File: config.mk
export PLATFORM = sky130hd
export DESIGN_NAME = alignment_capture_sequencer
export DESIGN_NICKNAME = d
export VERILOG_FILES = /design/src/rtl/alignment_capture_sequencer.sv
export SDC_FILE = /design/constraint.sdc
export NUM_CORES = 1
export LEC_CHECK = 0
export ABC_AREA = 0
export BUFFER_PORTS_ARGS = -buffer_cell sky130_fd_sc_hd__clkbuf_2
export CAP_MARGIN = 20
export CORE_ASPECT_RATIO = 0.6
export CORE_MARGIN = 2
export CORE_UTILIZATION = 30
export DETAILED_ROUTE_END_ITERATION = 12
export MAX_ROUTING_LAYER = met4
export PLACE_DENSITY = 0.56
export SLEW_MARGIN = 40
export SYNTH_ARGS = -nofsm -noshare
export SYNTH_HDL_FRONTEND = slang
export SYNTH_SLANG_ARGS = --single-unit
File: constraint.sdc
create_clock -name aclk -period 3.9 [get_ports aclk]
set_clock_uncertainty 0.15 [all_clocks]
set_input_delay 0.39 -clock aclk [delete_from_list [all_inputs] [get_ports aclk]]
set_output_delay 0.39 -clock aclk [all_outputs]
set_load 0.005 [all_outputs]
File: src/rtl/alignment_capture_sequencer.sv
// Capture-run sequencer for the data-alignment block: align reset, arm, count M00 beats, read back, report.
// Optional auto-rearm from DONE is enabled by defining ALIGN_CAPSEQ_REARM_EN.

// state     | meaning
// ----------+--------------------------------------------------------------
// IDLE      | waiting for start, command = NOP
// ALIGN_RST | command = RESET held for RST_CYCLES cycles
// ARM       | command = ARM(beat_count), waiting for ready_to_read
// CAPTURE   | stream_enable high, counting M00 handshakes up to beat_count
// READ      | command = READ, latching counter_value on ready_to_read
// DONE      | one-cycle done pulse
// ERROR     | ready_to_read never came, sets timeout_err
module alignment_capture_sequencer #(
  parameter int RST_CYCLES     = 8,
  parameter int TIMEOUT_CYCLES = 1024,
  parameter int CNT_W          = 32
) (
  input  logic             aclk,
  input  logic             reset,
  input  logic             start,
  input  logic             abort,
  input  logic             continuous,
  input  logic [CNT_W-1:0] beat_count,
  output logic [31:0]      command,
  input  logic [31:0]      counter_value,
  input  logic             ready_to_read,
  input  logic             mon_tvalid,
  input  logic             mon_tready,
  output logic             stream_enable,
  output logic             busy,
  output logic             done,
  output logic             timeout_err,
  output logic             aborted,
  output logic [CNT_W-1:0] captured_beats,
  output logic [31:0]      last_counter
);

  typedef enum logic [2:0] {
    S_IDLE      = 3'd0,
    S_ALIGN_RST = 3'd1,
    S_ARM       = 3'd2,
    S_CAPTURE   = 3'd3,
    S_READ      = 3'd4,
    S_DONE      = 3'd5,
    S_ERROR     = 3'd6
  } state_t;

  localparam logic [3:0] OP_NOP   = 4'h0;
  localparam logic [3:0] OP_RESET = 4'h1;
  localparam logic [3:0] OP_ARM   = 4'h2;
  localparam logic [3:0] OP_READ  = 4'h3;

  localparam int TMR_MAX = (RST_CYCLES > TIMEOUT_CYCLES) ? RST_CYCLES : TIMEOUT_CYCLES;
  localparam int TMR_W   = (TMR_MAX > 1) ? $clog2(TMR_MAX) : 1;
  localparam logic [TMR_W-1:0] TMR_RST = TMR_W'(RST_CYCLES - 1);
  localparam logic [TMR_W-1:0] TMR_TO  = TMR_W'(TIMEOUT_CYCLES - 1);

  if (RST_CYCLES < 1) begin : g_bad_rst_cycles
    $error("RST_CYCLES must be at least 1");
  end
  if (TIMEOUT_CYCLES < 2) begin : g_bad_timeout_cycles
    $error("TIMEOUT_CYCLES must be at least 2");
  end

  state_t           state;
  state_t           state_nxt;
  logic [TMR_W-1:0] tmr;
  logic             tmr_tc;
  logic [CNT_W-1:0] beat_lat;
  logic             start_acc;
  logic             abort_hit;
  logic             beat_hs;
  logic             last_beat;
  logic             rearm;
  logic [27:0]      arm_operand;
  logic [31:0]      cmd_nxt;

  assign tmr_tc    = (tmr == '0);
  assign start_acc = (state == S_IDLE) && start && !abort;
  assign abort_hit = (state != S_IDLE) && abort;
  assign beat_hs   = (state == S_CAPTURE) && mon_tvalid && mon_tready && !abort;
  assign last_beat = ((captured_beats + CNT_W'(1)) == beat_lat);
  assign arm_operand = 28'(beat_lat);

`ifdef ALIGN_CAPSEQ_REARM_EN
  assign rearm = continuous;
`else
  logic unused_continuous;
  assign unused_continuous = continuous;
  assign rearm = 1'b0;
`endif

  always_ff @(posedge aclk) begin
    if (reset) begin
      state <= S_IDLE;
    end else begin
      state <= state_nxt;
    end
  end

  always_comb begin
    state_nxt = state;
    if (abort_hit) begin
      state_nxt = S_IDLE;
    end else begin
      case (state)
        S_IDLE: begin
          if (start_acc) state_nxt = S_ALIGN_RST;
        end
        S_ALIGN_RST: begin
          if (tmr_tc) state_nxt = S_ARM;
        end
        S_ARM: begin
          if (ready_to_read) state_nxt = (beat_lat == '0) ? S_READ : S_CAPTURE;
          else if (tmr_tc)   state_nxt = S_ERROR;
        end
        S_CAPTURE: begin
          if (beat_hs && last_beat) state_nxt = S_READ;
        end
        S_READ: begin
          if (ready_to_read) state_nxt = S_DONE;
          else if (tmr_tc)   state_nxt = S_ERROR;
        end
        S_DONE: begin
          state_nxt = rearm ? S_ALIGN_RST : S_IDLE;
        end
        S_ERROR: begin
          state_nxt = S_IDLE;
        end
        default: begin
          state_nxt = S_IDLE;
        end
      endcase
    end
  end

  // Outputs are decoded from the next state and registered so they line up with the state they describe.
  always_comb begin
    cmd_nxt = {OP_NOP, 28'd0};
    case (state_nxt)
      S_ALIGN_RST: cmd_nxt = {OP_RESET, 28'd0};
      S_ARM:       cmd_nxt = {OP_ARM, arm_operand};
      S_READ:      cmd_nxt = {OP_READ, 28'd0};
      default:     cmd_nxt = {OP_NOP, 28'd0};
    endcase
  end

  always_ff @(posedge aclk) begin
    if (reset) begin
      command       <= 32'd0;
      stream_enable <= 1'b0;
      busy          <= 1'b0;
      done          <= 1'b0;
    end else begin
      command       <= cmd_nxt;
      stream_enable <= (state_nxt == S_CAPTURE);
      busy          <= (state_nxt != S_IDLE);
      done          <= (state_nxt == S_DONE);
    end
  end

  // Single down-counter reused for the reset hold and both ready_to_read timeouts.
  always_ff @(posedge aclk) begin
    if (reset) begin
      tmr <= '0;
    end else if (state_nxt != state) begin
      case (state_nxt)
        S_ALIGN_RST:    tmr <= TMR_RST;
        S_ARM, S_READ:  tmr <= TMR_TO;
        default:        tmr <= '0;
      endcase
    end else if (!tmr_tc) begin
      tmr <= tmr - TMR_W'(1);
    end
  end

  always_ff @(posedge aclk) begin
    if (reset) begin
      beat_lat       <= '0;
      captured_beats <= '0;
      last_counter   <= 32'd0;
      timeout_err    <= 1'b0;
      aborted        <= 1'b0;
    end else begin
      if (start_acc) begin
        beat_lat    <= beat_count;
        timeout_err <= 1'b0;
        aborted     <= 1'b0;
      end
      if (abort_hit) begin
        aborted <= 1'b1;
      end
      if ((state_nxt == S_ERROR) && (state != S_ERROR)) begin
        timeout_err <= 1'b1;
      end
      if ((state_nxt == S_ALIGN_RST) && (state != S_ALIGN_RST)) begin
        captured_beats <= '0;
      end else if (beat_hs) begin
        captured_beats <= captured_beats + CNT_W'(1);
      end
      if ((state == S_READ) && (state_nxt == S_DONE)) begin
        last_counter <= counter_value;
      end
    end
  end

endmodule

# Word-level counts from Yosys, hierarchy flattened
# Cells that the tools add are included.
classes:
  eq_ne: 15
  n_mux: 16
  addsub: 2
  reduce_logical: 20
op_table:
  columns: ["op", "count"]
  rows:
  - ["30-bit case mux with 3 select lines", 1]
  - ["32-bit by 1-bit adder with 32-bit output, second input constant", 1]
  - ["32-bit equality test", 1]
  - ["32-bit zero test", 1]
  - ["3-bit 2-to-1 mux", 8]
  - ["10-bit 2-to-1 mux", 2]
  - ["10-bit case mux with 2 select lines", 1]
  - ["3-bit case mux with 5 select lines", 1]
  - ["3-bit by 2-bit equality test with 1-bit output, second input constant", 4]
  - ["3-bit equality test, second input constant", 4]
  - ["1-bit logical AND", 10]
  - ["10-bit zero test", 1]
  - ["10-bit by 1-bit subtractor with 10-bit output, second input constant", 1]
  - ["3-bit by 1-bit equality test with 1-bit output, second input constant", 2]
  - ["3-bit nonzero test", 2]
  - ["2-bit nonzero test", 2]
  - ["2-bit OR reduction", 2]
  - ["3-bit zero test", 1]
  - ["1-bit 2-to-1 mux", 3]
  - ["3-bit by 1-bit != test with 1-bit output, second input constant", 1]
  - ["3-bit != test", 1]
  - ["3-bit != test, second input constant", 1]
  - ["2-bit by 1-bit != test with 1-bit output, second input constant", 1]
  - ["1-bit zero test", 1]
totals:
  ff_bits: 146
  output_inout_bits: 101
  input_bits: 72
  word_cells: 64

# Depth between registers and ports, before layout
depth:
  ltp_word: 12
  mapped_depth: 13
  mapped_depth_nobuf: 11

# Worst setup path after synthesis
# Ideal clock, no wire load.
synth_path:
  path_kind: "reg-to-reg"
  start: "register captured_beats[0]"
  end: "register tmr[3]"
  required_time_ns: 3.613
  arrival_ns: 3.043
  period_less_slack_ns: 3.329
  stages_incl_launch_ff: 12
  n_path_buf: 1
  path_slack_ns: 0.571
  setup_time_ns: 0.137
  cell_sequence: "dfxtp_1 ha_1 nand3_1 or4_1 or4_4 xnor2_2 nand4_1 and2_1 o31ai_4 or3_1 buf_2 o21ai_1"
synth_between:
  elab_chain_cells: 10
  elab_cells_between_ends: 14
  classes_between: "1 x add/sub; 6 x eq/ne; 5 x mux; 2 x reduce/logical"
synth_rtl:
  columns: ["element", "line", "rtl"]
  rows:
  - ["start: declaration", "34", "output logic [CNT_W-1:0] captured_beats,"]
  - ["start signal: assignment", "199", "captured_beats <= captured_beats + CNT_W'(1);"]
  - ["32-bit by 1-bit adder with 32-bit output *", "82", "assign last_beat = ((captured_beats + CNT_W'(1)) == beat_lat);"]
  - ["32-bit equality test *", "82", null]
  - ["1-bit logical AND *", "118", "if (beat_hs && last_beat) state_nxt = S_READ;"]
  - ["3-bit 2-to-1 mux *", "118", null]
  - ["3-bit case mux with 5 select lines *", "106", "case (state)"]
  - ["3-bit 2-to-1 mux *", "103", "if (abort_hit) begin"]
  - ["3-bit by 2-bit equality test with 1-bit output / 3-bit equality test (equally long branches)", "167", "case (state_nxt)"]
  - ["2-bit OR reduction", "167", null]
  - ["10-bit case mux with 2 select lines", "167", null]
  - ["10-bit 2-to-1 mux", "166", "end else if (state_nxt != state) begin"]
  - ["end signal: assignment", "173", "tmr <= tmr - TMR_W'(1);"]
  - ["end: declaration", "67", "logic [TMR_W-1:0] tmr;"]
# Mark *: on every way between the ends. The rest lies on a longest branch, timed or not.
# A chain may end at the register's enable or synchronous reset.

# Worst setup path after layout
layout_path:
  start: "register captured_beats[0]"
  end: "register tmr[8]"
# Same word-level chain as after synthesis.

==> results.md <==
- Outcome: finished clean
- Pre-CTS setup slack: between 0.3 and 0.4 ns
- Fin cells: 1296
- Worst setup EP type: register
- Clock transition at path regs: 0.07 ns
- RSZ-0062 raised after global routing: false
- Post-route ant nets: 0
- Period minus WS final: 3.55 ns
- Die span in x: 199 microns
- DP HPWL: 15800 microns
- Clock buffer depth: 2
- Met1 Wirelength: 11800 microns
- DIE AREA: 24000 sq um
- Syn_area_per_cell: 8.44 sq um
- Post-synthesis instance total: 809
- Number of global-route vias before repair: just under 6000
- Rel. slew slack: 0.452
- Fin. max-slew vios: 0
- Setup TNS: 0 ns
- Data required, critical path: just over 4 ns
- Initial DRC Count: roughly 520
- Pleak: 3.53 nW
- Primary FF master, synth: dfxtp_1
- Nets: 1049
- Post-synth top area cell: dfxtp_1
- Grt total ovfl: 0
- Vias: about 6200
- Post-synth EDFFs: 0
- Crit path max fanout: 7
- Largest cells by area after synthesis: dfxtp_1 42%, xnor2_1 6.2%, nand2_1 5.5%
- Netlist area before placement: 6830 sq um
- Total track usage: 0.189
- Worst Hold Class: in -> reg
- Post-synth top area share: 0.422
- Port Buffer Count: 169
- Worst-Margin Slew: 0.822 ns
- DRC violations left: 0
- Core ar.: 22200 sq um
- CTS Sinks: 144
- Setup CP Type: reg -> reg
- Final setup vio count: 0
- CTS Buf Count: 17
- Wirelength per Cell: 16.5 microns
- Tcrit/Tclk final: 0.910
- # resized after CTS: 0
- Routed vias/inst: between 4 and 5
- Largest net degree at the start of global routing: 71
- Hold Buf Count CTS: 0
- Met3 WL post-DR: 1660 microns
- Synthesized flop and latch total: ~140
- ANT cells: 0
- Synth Warn #: 0
- Metal2 WL: approximately 7900 microns
- Cell variety after synth: 65
- Worst EP arrival: roughly 3.8 ns
- Max cap viols: 0
- Root buffer cell: clkbuf_16
- CP Launch Type: register
- Ratio of cells with drive above 1 in the final layout: 0.254
- Rows: 42
- Area grow syn2layout: 27.1%
- Async SR Flop Fraction: 0
- VDD IR max: approximately 0.3 mV
- Routability cong.: 0.909
- Setup bufs post-CTS: 0
- Fmax: 282 MHz
- Pre-antenna DRT Iters: 5
- Die Height: approximately 120 microns
- H-tree levels: 4
- P per Cell Area: 462 nW/um^2
- Seq/Total Area, Yosys: 0.422
- Finished Cell Area: 8680 sq um
- Cell Area, Placed: 8090 sq um
- R2R Setup Slk: 0.35 ns
- Initial antenna violation count: 0
- Final Core Density: 0.392
- Final Hold Violating Endpoints: 0
- Routed WL: around 21000 microns
- First-pass GRT wire length: around 33000 microns
- Dpl cells: 1264
- CTS tree: done
- Initial Util: 0.308
- DR top layer: met4
- Final worst-path setup slack: 0.350 ns
- IO Count: 173
- Worst skew pair latency: 0.43 ns
## kinds of logic after synthesis
logic type | share of synthesized area
buf+inv | 0.0401
mux | 0.0469
fa+ha+maj | 0.00366
compound gates | 0.104
simple gates | 0.278
other cells | 0.000549
flops | 0.422
xor+xnor | 0.105
## synthesized netlist by cell type (3+ instances only)
cell type / count
dfxtp_1: 144
nand2_1: 101
nor2_1: 92
a21oi_1: 56
xnor2_1: 48
clkbuf_1: 37
mux2i_1: 32
xor2_1: 32
and2_1: 31
nor3_1: 24
nand3_1: 19
nand4_1: 16
nor4_1: 15
o21ai_0: 14
or3_1: 14
inv_1: 13
buf_2: 12
and3_1: 10
o21ai_1: 8
nand2b_1: 7
o22ai_1: 6
nand3b_1: 5
or4_1: 5
a31oi_1: 4
nor4_2: 4
nor4b_1: 4
a211oi_1: 3
and4_1: 3
o21a_1: 3
## power by group
part | leakage, nW | switching, mW | internal (mW)
Sequential | 1.17 | 0.0748 | 1.55
Clock | 0.276 | 0.679 | 0.980
Combinational | 2.09 | 0.413 | 0.316
Total | 3.53 | 1.17 | 2.84
## layout by cell type, fill, tap and decap left out, types with 3 or more instances in the layout
cell        count
and4_1          3
inv_1          13
clkinvlp_4      4
nand3_1        19
nand2_1       101
or4_1           5
o21a_1          3
o21ai_0        14
dfxtp_1       144
nand4_1        16
a211oi_1        3
nor4_1         15
a31oi_1         4
nand2b_1        7
nand3b_1        5
and3_1         10
buf_4          29
or3_1          14
nor4_2          4
a21oi_1        56
xnor2_1        48
o22ai_1         6
and2_1         31
mux2i_1        32
o21ai_1         8
nor4b_1         4
nor2_1         92
xor2_1         32
nor3_1         23
clkbuf_2      169
clkbuf_16      17
## state kept, by name (all words and copies together), names as in the netlist
name	cells
aborted	1
beat_lat	32
busy	1
captured_beats	32
command	30
done	1
last_counter	32
state	3
stream_enable	1
timeout_err	1
tmr	10
## layout make-up
class / instances / area (sq um)
clock buffer: 21 / 460
clock inverter: 11 / 130
fill: 2358 / 13500
inverter: 14 / 52.6
multi-input combinational: 599 / 3690
sequential: 144 / 2880
tap: 308 / 385
timing repair buffer: 199 / 1080
## critical path, stage by stage (launching register included)
cell      delay [ns]
dfxtp_1         0.33
ha_1            0.24
nand3_1         0.13
or4_1           0.62
or4_4           0.60
xnor2_2         0.21
nand4_1         0.18
and2_1          0.22
o31ai_4         0.30
o211ai_1        0.32
o21ai_1         0.18
## layer usage
metal,global-route usage,vias to the layer above
li1,-,3106
met4,0.0462,0
met3,0.0475,13
met2,0.230,214
met1,0.298,2913
met5,-,-
## path summary, 6_finish.rpt
path | start | endpoint | depth (start not counted)
worst max register to register | captured_beats[0] | tmr[8] | 10
worst min register to register | timeout_err | timeout_err | 1
worst max-delay path | captured_beats[0] | tmr[8] | 10
worst min-delay path | beat_count[21] | beat_lat[21] | 3
## stage by stage
step                      hold slack, ns  total power, mW
after floorplan                    0.307             2.16
after global placement             0.307             2.37
after detailed placement           0.313             2.38
after CTS                        0.00204             4.04
after global routing              0.0157             4.20
final                             0.0243             4.01
Power figures use the tool's default switching activity.
